<file path="src/rtl/i2c_reg_ctrl.sv">
// i2c_reg_ctrl: register-pointer transaction controller between i2c_peripheral and fabric
// Ports: clk/reset_n (async active-low); start/stop/rw/rx_valid/rx_byte/tx_req from the
// peripheral; tx_byte/ptr_err/wr_strobe/wr_addr back to it; host_we/host_addr/host_wdata/
// host_rdata form a local host port onto the same NUM_REGS x 8 register file.
// Define I2C_REG_AUTOINC_EN to post-increment the pointer after each write commit and tx load.
module i2c_reg_ctrl #(
    parameter int NUM_REGS = 16
) (
    input  logic       clk,
    input  logic       reset_n,
    input  logic       start,
    input  logic       stop,
    input  logic       rw,
    input  logic       rx_valid,
    input  logic [7:0] rx_byte,
    input  logic       tx_req,
    output logic [7:0] tx_byte,
    output logic       ptr_err,
    output logic       wr_strobe,
    output logic [7:0] wr_addr,
    input  logic       host_we,
    input  logic [7:0] host_addr,
    input  logic [7:0] host_wdata,
    output logic [7:0] host_rdata
);
    localparam int PTR_W = $clog2(NUM_REGS);

    typedef enum logic [1:0] {IDLE, PTR, WR, RD} state_e;

    state_e           state_q, state_d;
    logic [PTR_W-1:0] ptr_q, ptr_d, ptr_inc;
    logic [7:0]       tx_q, tx_d;
    logic             err_q, err_d;
    logic             stb_q, stb_d;
    logic [7:0]       waddr_q, waddr_d;
    logic [7:0]       regs_q [NUM_REGS];
    logic [7:0]       regs_d [NUM_REGS];

`ifdef I2C_REG_AUTOINC_EN
    assign ptr_inc = (ptr_q == PTR_W'(NUM_REGS - 1)) ? '0 : ptr_q + PTR_W'(1);
`else
    assign ptr_inc = ptr_q;
`endif

    always_comb begin
        state_d = state_q;
        ptr_d   = ptr_q;
        tx_d    = tx_q;
        err_d   = err_q;
        stb_d   = 1'b0;
        waddr_d = waddr_q;
        regs_d  = regs_q;
        // host write first so a same-index I2C commit below overrides it
        if (host_we && 32'(host_addr) < NUM_REGS)
            regs_d[host_addr[PTR_W-1:0]] = host_wdata;
        if (start) begin
            state_d = rw ? RD : PTR;
            if (rw) begin
                tx_d  = regs_q[ptr_q];
                ptr_d = ptr_inc;
            end
        end else begin
            case (state_q)
                PTR: if (rx_valid) begin
                    state_d = WR;
                    err_d   = !(32'(rx_byte) < NUM_REGS);
                    ptr_d   = (32'(rx_byte) < NUM_REGS) ? rx_byte[PTR_W-1:0] : ptr_q;
                end
                WR: if (rx_valid && !err_q) begin
                    regs_d[ptr_q] = rx_byte;
                    stb_d         = 1'b1;
                    waddr_d       = 8'(ptr_q);
                    ptr_d         = ptr_inc;
                end
                RD: if (tx_req) begin
                    tx_d  = regs_q[ptr_q];
                    ptr_d = ptr_inc;
                end
                default: ;
            endcase
            // byte action above still completes when stop arrives with it
            if (stop) state_d = IDLE;
        end
    end

    always_ff @(posedge clk or negedge reset_n) begin
        if (!reset_n) begin
            state_q <= IDLE;
            ptr_q   <= '0;
            tx_q    <= '0;
            err_q   <= 1'b0;
            stb_q   <= 1'b0;
            waddr_q <= '0;
            regs_q  <= '{default: '0};
        end else begin
            state_q <= state_d;
            ptr_q   <= ptr_d;
            tx_q    <= tx_d;
            err_q   <= err_d;
            stb_q   <= stb_d;
            waddr_q <= waddr_d;
            regs_q  <= regs_d;
        end
    end

    assign tx_byte    = tx_q;
    assign ptr_err    = err_q;
    assign wr_strobe  = stb_q;
    assign wr_addr    = waddr_q;
    assign host_rdata = (32'(host_addr) < NUM_REGS) ? regs_q[host_addr[PTR_W-1:0]] : 8'h00;
endmodule

</file>
<file path="config.mk">
export PLATFORM = sky130hd
export DESIGN_NAME = i2c_reg_ctrl
export DESIGN_NICKNAME = d
export VERILOG_FILES = /design/src/rtl/i2c_reg_ctrl.sv
export SDC_FILE = /design/constraint.sdc
export NUM_CORES = 1
export LEC_CHECK = 0
export ABC_AREA = 1
export BUFFER_PORTS_ARGS = -buffer_cell sky130_fd_sc_hd__clkbuf_2
export CAP_MARGIN = 20
export CORE_ASPECT_RATIO = 0.7
export CORE_MARGIN = 4
export CORE_UTILIZATION = 31
export CTS_BUF_LIST = sky130_fd_sc_hd__clkbuf_4
export DETAILED_ROUTE_END_ITERATION = 12
export GPL_TIMING_DRIVEN = 0
export PLACE_DENSITY = 0.48
export SLEW_MARGIN = 30
export SYNTH_ARGS = -nofsm -noshare
export SYNTH_HDL_FRONTEND = slang
export SYNTH_SLANG_ARGS = --single-unit
export TNS_END_PERCENT = 10
</file>
<file path="constraint.sdc">
create_clock -name clk -period 1.8 [get_ports clk]
set_input_delay 0.18 -clock clk [delete_from_list [all_inputs] [get_ports clk]]
set_output_delay 0.18 -clock clk [all_outputs]
set_load 0.02 [all_outputs]
</file>
==> results.txt, run 1 <==
----------------------------------------------------
[Logic synthesis]
  Top cells by count, synth ... nand2_1 (991), nor2_1 (174), inv_1 (160)
  Post-synth design cell area ... between 10000 and 15000 um^2
  Synthesized area per cell ... approximately 5.8 um^2
  Most numerous cell in the Yosys netlist ... nand2_1
  Sequential-to-total area share from yosys stat ... 0.352
  Synth area leader ... nand2_1
  Most used flip-flop cell after synthesis ... dfrtp_1
  Number of instances in the synthesized netlist ... roughly 1.8k
  Async set-or-reset flop fraction in the synthesized netlist ... 1.00
  Biggest area contributors in the synthesized netlist ... nand2_1 (35%), dfrtp_1 (35%), nand3_1 (7.0%), nor2_1 (6.2%), inv_1 (5.7%)
  Yosys synthesis warning count ... 0
  Number of enable-type register cells in the synthesized netlist ... 0
  Share of the synthesized area in the top cell type ... 0.353
  Synth unique cells ... 25
  Number of register bits inferred by synthesis ... 148

[Worst setup path]
  Kind of end point of the critical path ... primary output
  Start-to-end type of the worst setup path ... register to primary output
  Critical Path Source Type ... register
  Reg2reg path depth ... 9
  Endpoint of the worst register-to-register path ... regs_q[23]$_DFF_PN0_
  CP arrival ... around 2.0 ns
  Reg-to-reg startpoint ... state_q[0]$_DFFE_PN0P_
  Minimum setup slack among reg-to-reg paths ... -0.06 ns
  Required time reported for the critical path endpoint ... approximately 1.6 ns
  Worst-path maximum fanout ... 3

[Layout]
  Post-layout util ... 0.377
  Fin cells ... around 2.4k
  Area growth from synthesis to layout ... 19.9%
  Number of nets at the end of the flow ... 1982
  Fin area ... 12600 um^2
  Layout cell share with drive strength beyond 1 ... 0.172

[Timing]
  Worst slew pin tran ... roughly 1.1 ns
  Post-route clock period utilization ... 1.23
  Final setup skew ... about 0.028 ns
  Final setup TNS ... -3.13 ns
  Worst hold slack ... approximately 0.074 ns
  Max Fclk ... 453 MHz
  Slew HR ... 0.260
  Count of endpoints failing hold in the final timing report ... 0
  Pins over their slew limit ... 0
  Tmin final ... ~2.2 ns
  Worst-case setup margin in the final layout ... -0.407 ns
  Final Setup Violations ... 25
  Setup repair after global routing missed its margin ... true

[Placement]
  # port buffers ... 51
  Area after detailed placement ... approximately 11000 um^2
  Final weighted congestion of routability-driven global placement ... between 0.9 and 1
  Post-place setup slack ... -0.570 ns
  Dpl hpwl ... approximately 40000 um
  Number of placed instances with taps included ... about 2.3k

[Clocking]
  Clock Pin Slew Worst Setup and Hold Paths ... ~0.15 ns
  Clock latency of the later-clocked register in the worst-skew pair ... between 0.6 and 0.7 ns
  Root buffer cell ... clkbuf_4
  CTS tree ... yes
  TritonCTS Buffers ... 17
  Number of buffers between clock root and the deepest sink ... 2
  Number of levels the H-tree was split into ... 4
  Sink Count ... roughly 150

[Pwr]
  Power density over the cells ... about 750 nW/um^2
  Worst vdd ir ... 0.308 mV
  Post-route total power ... approximately 9.5 mW
  Leakage power of the design ... about 7.1 nW
  Clock Power Share ... 0.238
  Logic pwr share ... 0.356
  Net switching power figure ... ~4.1 mW
  Internal Dissipation ... 5.42 mW
  Net Sw Frac ... 0.429
  Sequential share of power ... 0.406

[Status]
  Violations in the final reports ... setup timing
  Outcome ... complete, but fails checks

[Detailed routing]
  Total via count in the routed design ... between 10k and 15k
  Number of antenna-violating nets in the routed design ... 0
  Routed length per placed instance ... ~23 um
  Number of optimization iterations in the first detailed-route pass ... 5
  Routed Wire Length ... around 55000 um
  DRC errors left ... 0
  Detailed Route Iter0 Violations ... 1508
  Vias per Instance ... between 5 and 6

[Floorplan]
  Starting density of the core ... 0.314
  Count of boundary I/O pins ... 58
  Y dimension of the die ... 162 um
  Placeable core area ... about 33000 um^2
  Die boundary width ... between 200 and 250 um
  Standard-cell rows ... 56
  Overall die area ... roughly 37000 um^2

[Global routing]
  Total grt overflow ... 0
  Pin count of the biggest net entering global routing ... 65
  Gr usage total ... 0.294
  First-pass GRT wire length ... 78600 um
  Number of antenna violations at the first check in global routing ... 1
  Number of global-route vias before repair ... approximately 11k

[Min path]
  Min-delay worst type ... primary input to asynchronous set/reset pin

[Job]
  Number of max-cap violations ... 0

----------------------------------------------------
routing by layer:
metal	global-route usage	up-vias	part of all wire
li1	-	5768	-
met1	0.448	5865	0.48
met2	0.409	573	0.39
met3	0.0789	68	0.11
met4	0.0706	0	0.020
met5	0	-	0
cells in the final DEF, fill, tap and decap left out, types with 28 or more instances in the layout:
cell type | netlist | layout
nand2_1 | 991 | 951
inv_1 | 160 | 142
clkbuf_2 | 0 | 59
clkbuf_4 | 0 | 28
o21ai_0 | 56 | 45
nand3_1 | 147 | 141
nand2_2 | 19 | 45
nor2_1 | 174 | 149
dfrtp_1 | 148 | 135
buf_4 | 9 | 43
critical path, cell delays in order (launching register included):
cell     delay, ns
dfrtp_1       0.39
inv_1         0.09
nor2_1        0.07
nor2_2        0.22
nand2_1       0.10
nand2_2       0.10
nand2_1       0.06
nor2_1        0.09
nor2_1        0.06
buf_4         0.18
worst max path at each step:
stage	start	endpoint	slack, ns	depth (start not counted)
4_1_cts	regs_q[96]$_DFF_PN0_	host_rdata[0]	-0.45	9
6_report	regs_q[60]$_DFF_PN0_	host_rdata[4]	-0.41	9
3_5_place_dp	host_addr[0]	host_rdata[1]	-0.57	12
5_1_grt	regs_q[90]$_DFF_PN0_	host_rdata[2]	-0.43	9
2_1_floorplan	ptr_err$_DFFE_PN0P_	regs_q[23]$_DFF_PN0_	0.33	9
3_3_place_gp	reset_n	regs_q[18]$_DFF_PN0_	-2.57	1
power groups by stage:
stage	logic (mW)	clock network (mW)	registers, mW
2_1_floorplan	1.69	0	3.88
3_3_place_gp	2.96	0	3.89
3_5_place_dp	2.98	0	3.89
4_1_cts	3.15	2.30	3.83
5_1_grt	3.67	2.43	3.88
6_report	3.37	2.26	3.85
sequential cells by signal, summed over array words and instances (netlist names):
register	flops
regs_q	128
ptr_err	1
ptr_inc	4
state_q	2
wr_strobe	1
wr_addr	4
tx_byte	8
cell families after synthesis:
kind of cell,Yosys count,synth area share
flops,148,0.352
compound gates,69,0.0332
buf+inv,253,0.0971
simple gates,1354,0.517
other cells,1,0.000356
cell type report:
class / instances / area (um^2)
clock buffer: 20 / 150
buffer: 69 / 412
tap: 435 / 544
clock inverter: 11 / 113
multi-input combinational: 1427 / 6140
inverter: 184 / 732
fill: 3818 / 20900
timing repair buffer: 103 / 800
antenna: 2 / 5.00
sequential: 148 / 3720
timing repair:
item | CTS | global route
gates resized for setup | 77 | 136
endpoints found under the hold margin | 159 | 0
gates cloned | 0 | 0
setup buffers | 19 | 14
pin swaps | 14 | 44
setup endpoints to repair | 144 | 134
hold buffers | 19 | 0
No activity file was read; power rests on OpenSTA's default activity.
==> run 2: changes to the inputs <==
==> constraint.sdc (replaced) <==
create_clock -name clk -period 1.8 [get_ports clk]
set_input_delay 0.18 -clock clk [delete_from_list [all_inputs] [get_ports clk]]
set_output_delay 0.18 -clock clk [all_outputs]
set_load 0.005 [all_outputs]
==> results.txt, run 2 (synthesis gave the netlist of run 1 again) <==
----------------------------------------------------
[Layout]
  Number of fill cells in the layout ... 3806 (-0.31%)
  Layout cell share with drive strength beyond 1 ... 0.170 (-0.00204)
  Highest-count cells in the layout ignoring fill and taps ... nand2_1 (953), nor2_1 (155), nand3_1 (141)
  Number of nets at the end of the flow ... 1982 (unchanged)
  Post-layout util ... 0.376 (-0.000560)
  Register bank with the most flops ... regs_q
  Area growth from synthesis to layout ... 19.7%
  Fin cells ... 2398 (-0.042%)
  Most frequent standard cell in the layout excluding fill and tap cells ... nand2_1
  Number of flip-flops in the largest register ... 128 (unchanged)

[Detailed routing]
  Routed Wire Length ... 55000 um (about the same)
  Vias per Instance ... 5.12 (about the same)
  Number of optimization iterations in the first detailed-route pass ... 7 (+2)
  Number of antenna-violating nets in the routed design ... 0 (unchanged)
  Routed length per placed instance ... 22.9 um (about the same)
  DRC errors left ... 0 (unchanged)
  Detailed Route Iter0 Violations ... 1611 (+6.8%)
  Total via count in the routed design ... 12.3k (-0.049%)

[Floorplan]
  Y dimension of the die ... 162 um (unchanged)
  Starting density of the core ... 0.314 (unchanged)
  Die boundary width ... 228 um (unchanged)
  Count of boundary I/O pins ... 58 (unchanged)
  Standard-cell rows ... 56 (unchanged)
  Placeable core area ... 33500 um^2 (unchanged)
  Overall die area ... 37000 um^2 (unchanged)

[Worst setup path]
  Reg-to-reg startpoint ... state_q[0]$_DFFE_PN0P_
  Slowest cell on crit path ... buf_4
  Minimum setup slack among reg-to-reg paths ... -0.06 ns (about the same)
  Endpoint of the worst register-to-register path ... regs_q[23]$_DFF_PN0_
  CP arrival ... 2.02 ns (about the same)
  Instance count on the critical path ... 12 (+3)
  Cell class contributing the biggest share of worst-path delay ... simple AND/OR/NAND/NOR gates
  Worst-path maximum fanout ... 10 (+7)
  Critical path buffer and inverter count ... 4 (+2)
  Kind of end point of the critical path ... primary output
  Reg2reg path depth ... 9 (unchanged)
  Critical Path Max Stage Delay ... 0.32 ns (-0.07 ns)
  Timing endpoint of the critical path ... host_rdata[1]
  Start point of the critical path ... host_addr[0]
  Cell breakdown of the critical path ... clkbuf_2, buf_4, nand2_2, buf_4, nor2_1, nor2_2, nand2_1, nand2_2, nand2_1, nor2_2, nor2_1, clkbuf_2
  Critical Path Source Type ... primary input
  Required time reported for the critical path endpoint ... 1.62 ns (about the same)
  Start-to-end type of the worst setup path ... primary input to primary output

[Placement]
  Dpl hpwl ... 39500 um (unchanged)
  Final weighted congestion of routability-driven global placement ... 0.990 (unchanged)
  Number of placed instances with taps included ... 2318 (unchanged)
  # port buffers ... 51 (unchanged)

[Pwr]
  Logic pwr share ... 0.350 (-0.006)
  Sequential share of power ... 0.410 (+0.004)
  Clock Power Share ... 0.240 (+0.002)
  Leakage power of the design ... 7.13 nW (+0.24%)
  Net switching power figure ... 3.98 mW (-2.1%)
  Power density over the cells ... 747 nW/um^2 (-0.68%)
  Worst vdd ir ... 0.306 mV (-0.64%)
  Internal Dissipation ... 5.43 mW (+0.17%)
  Net Sw Frac ... 0.423 (-0.00573)

[Clocking]
  Sink Count ... 148 (unchanged)
  CTS tree ... yes
  Clock Pin Slew Worst Setup and Hold Paths ... 0.14 ns (about the same)
  TritonCTS Buffers ... 17 (unchanged)
  Root buffer cell ... clkbuf_4
  Number of buffers between clock root and the deepest sink ... 2 (unchanged)
  Number of levels the H-tree was split into ... 4 (unchanged)
  Clock latency of the later-clocked register in the worst-skew pair ... 0.65 ns (about the same)

[Timing]
  Post-route clock period utilization ... 1.22 (-0.00212)
  Final Setup Violations ... 16 (-36%)
  Final setup skew ... 0.0272 ns (-0.000364 ns)
  Worst-case setup margin in the final layout ... -0.404 ns (+0.00382 ns)
  Tmin final ... 2.20 ns (-0.00382 ns)
  Count of endpoints failing hold in the final timing report ... 0 (unchanged)
  Max Fclk ... 454 MHz (+0.17%)
  Slew HR ... 0.291 (+0.0314)
  Worst slew pin tran ... 1.06 ns (-0.0471 ns)
  Setup repair after global routing missed its margin ... true
  Pins over their slew limit ... 0 (unchanged)
  Final setup TNS ... -2.86 ns (+0.275 ns)

[Global routing]
  First-pass GRT wire length ... 78500 um (-0.22%)
  Number of global-route vias before repair ... 11.0k (-0.70%)
  Total grt overflow ... 0 (unchanged)
  Number of antenna violations at the first check in global routing ... 1 (unchanged)
  Gr usage total ... 0.293 (-0.000677)
  Pin count of the biggest net entering global routing ... 65 (unchanged)

[Min path]
  Min-delay worst type ... primary input to asynchronous set/reset pin

[Job]
  Number of max-cap violations ... 0 (unchanged)

[Status]
  Outcome ... complete, but fails checks
  Violations in the final reports ... setup timing

----------------------------------------------------
## run 2: per-layer routing
metal | vias up | part of all wire | global-route usage
met1 | 5797 | 0.47 | 0.450
met4 | 0 | 0.019 | 0.0712
met3 | 64 | 0.12 | 0.0766
met2 | 644 | 0.40 | 0.406
li1 | 5763 | - | -
met5 | - | 0 | 0
## run 2: how the worst min path moves through the flow
stage	startpoint	cells after the start	to
after floorplan	reset_n	0	ptr_err$_DFFE_PN0P_
after global placement	rw	3	state_q[1]$_DFFE_PN0P_
after detailed placement	reset_n	1	wr_addr[3]$_DFFE_PN0P_
after CTS	rx_byte[3]	3	regs_q[99]$_DFF_PN0_
after global routing	rx_byte[3]	3	regs_q[91]$_DFF_PN0_
final	reset_n	2	wr_addr[3]$_DFFE_PN0P_
## run 2: cell type report
cell class,instances,area (um^2),area share
tap,435,544,0.0432
clock inverter,11,113,0.00894
inverter,184,739,0.0587
clock buffer,20,150,0.0119
multi-input combinational,1427,6130,0.486
timing repair buffer,103,782,0.0621
buffer,69,424,0.0337
sequential,148,3720,0.295
antenna,1,2.50,0.000199
## run 2: per-stage QoR
stage | cell area (um^2) | hold WS (ns) | setup WS, ns | power, mW
2_1_floorplan | 10500 | -0.116 | 0.349 | 5.48
3_3_place_gp | 11300 | 0.423 | -2.57 | 6.77
3_5_place_dp | 11400 | 0.236 | -0.560 | 6.78
4_1_cts | 12200 | 0.0638 | -0.401 | 9.18
5_1_grt | 12600 | 0.121 | -0.421 | 9.89
6_report | 12600 | 0.0842 | -0.404 | 9.41
## run 2: power by group through the flow
stage | combinational (mW) | sequential, mW | clock, mW
2_1_floorplan | 1.68 | 3.80 | 0
3_3_place_gp | 2.87 | 3.89 | 0
3_5_place_dp | 2.89 | 3.89 | 0
5_1_grt | 3.58 | 3.88 | 2.42
6_report | 3.29 | 3.86 | 2.26
4_1_cts | 3.05 | 3.83 | 2.30
## run 2: repair_timing
| item | 4_1_cts | 5_1_grt |
|---|---|---|
| endpoints found under the setup margin | 144 | 137 |
| pin swaps | 16 | 44 |
| hold buffers | 19 | 0 |
| setup buffers | 17 | 14 |
| hold endpoints to repair | 159 | 0 |
| resized for setup | 85 | 120 |
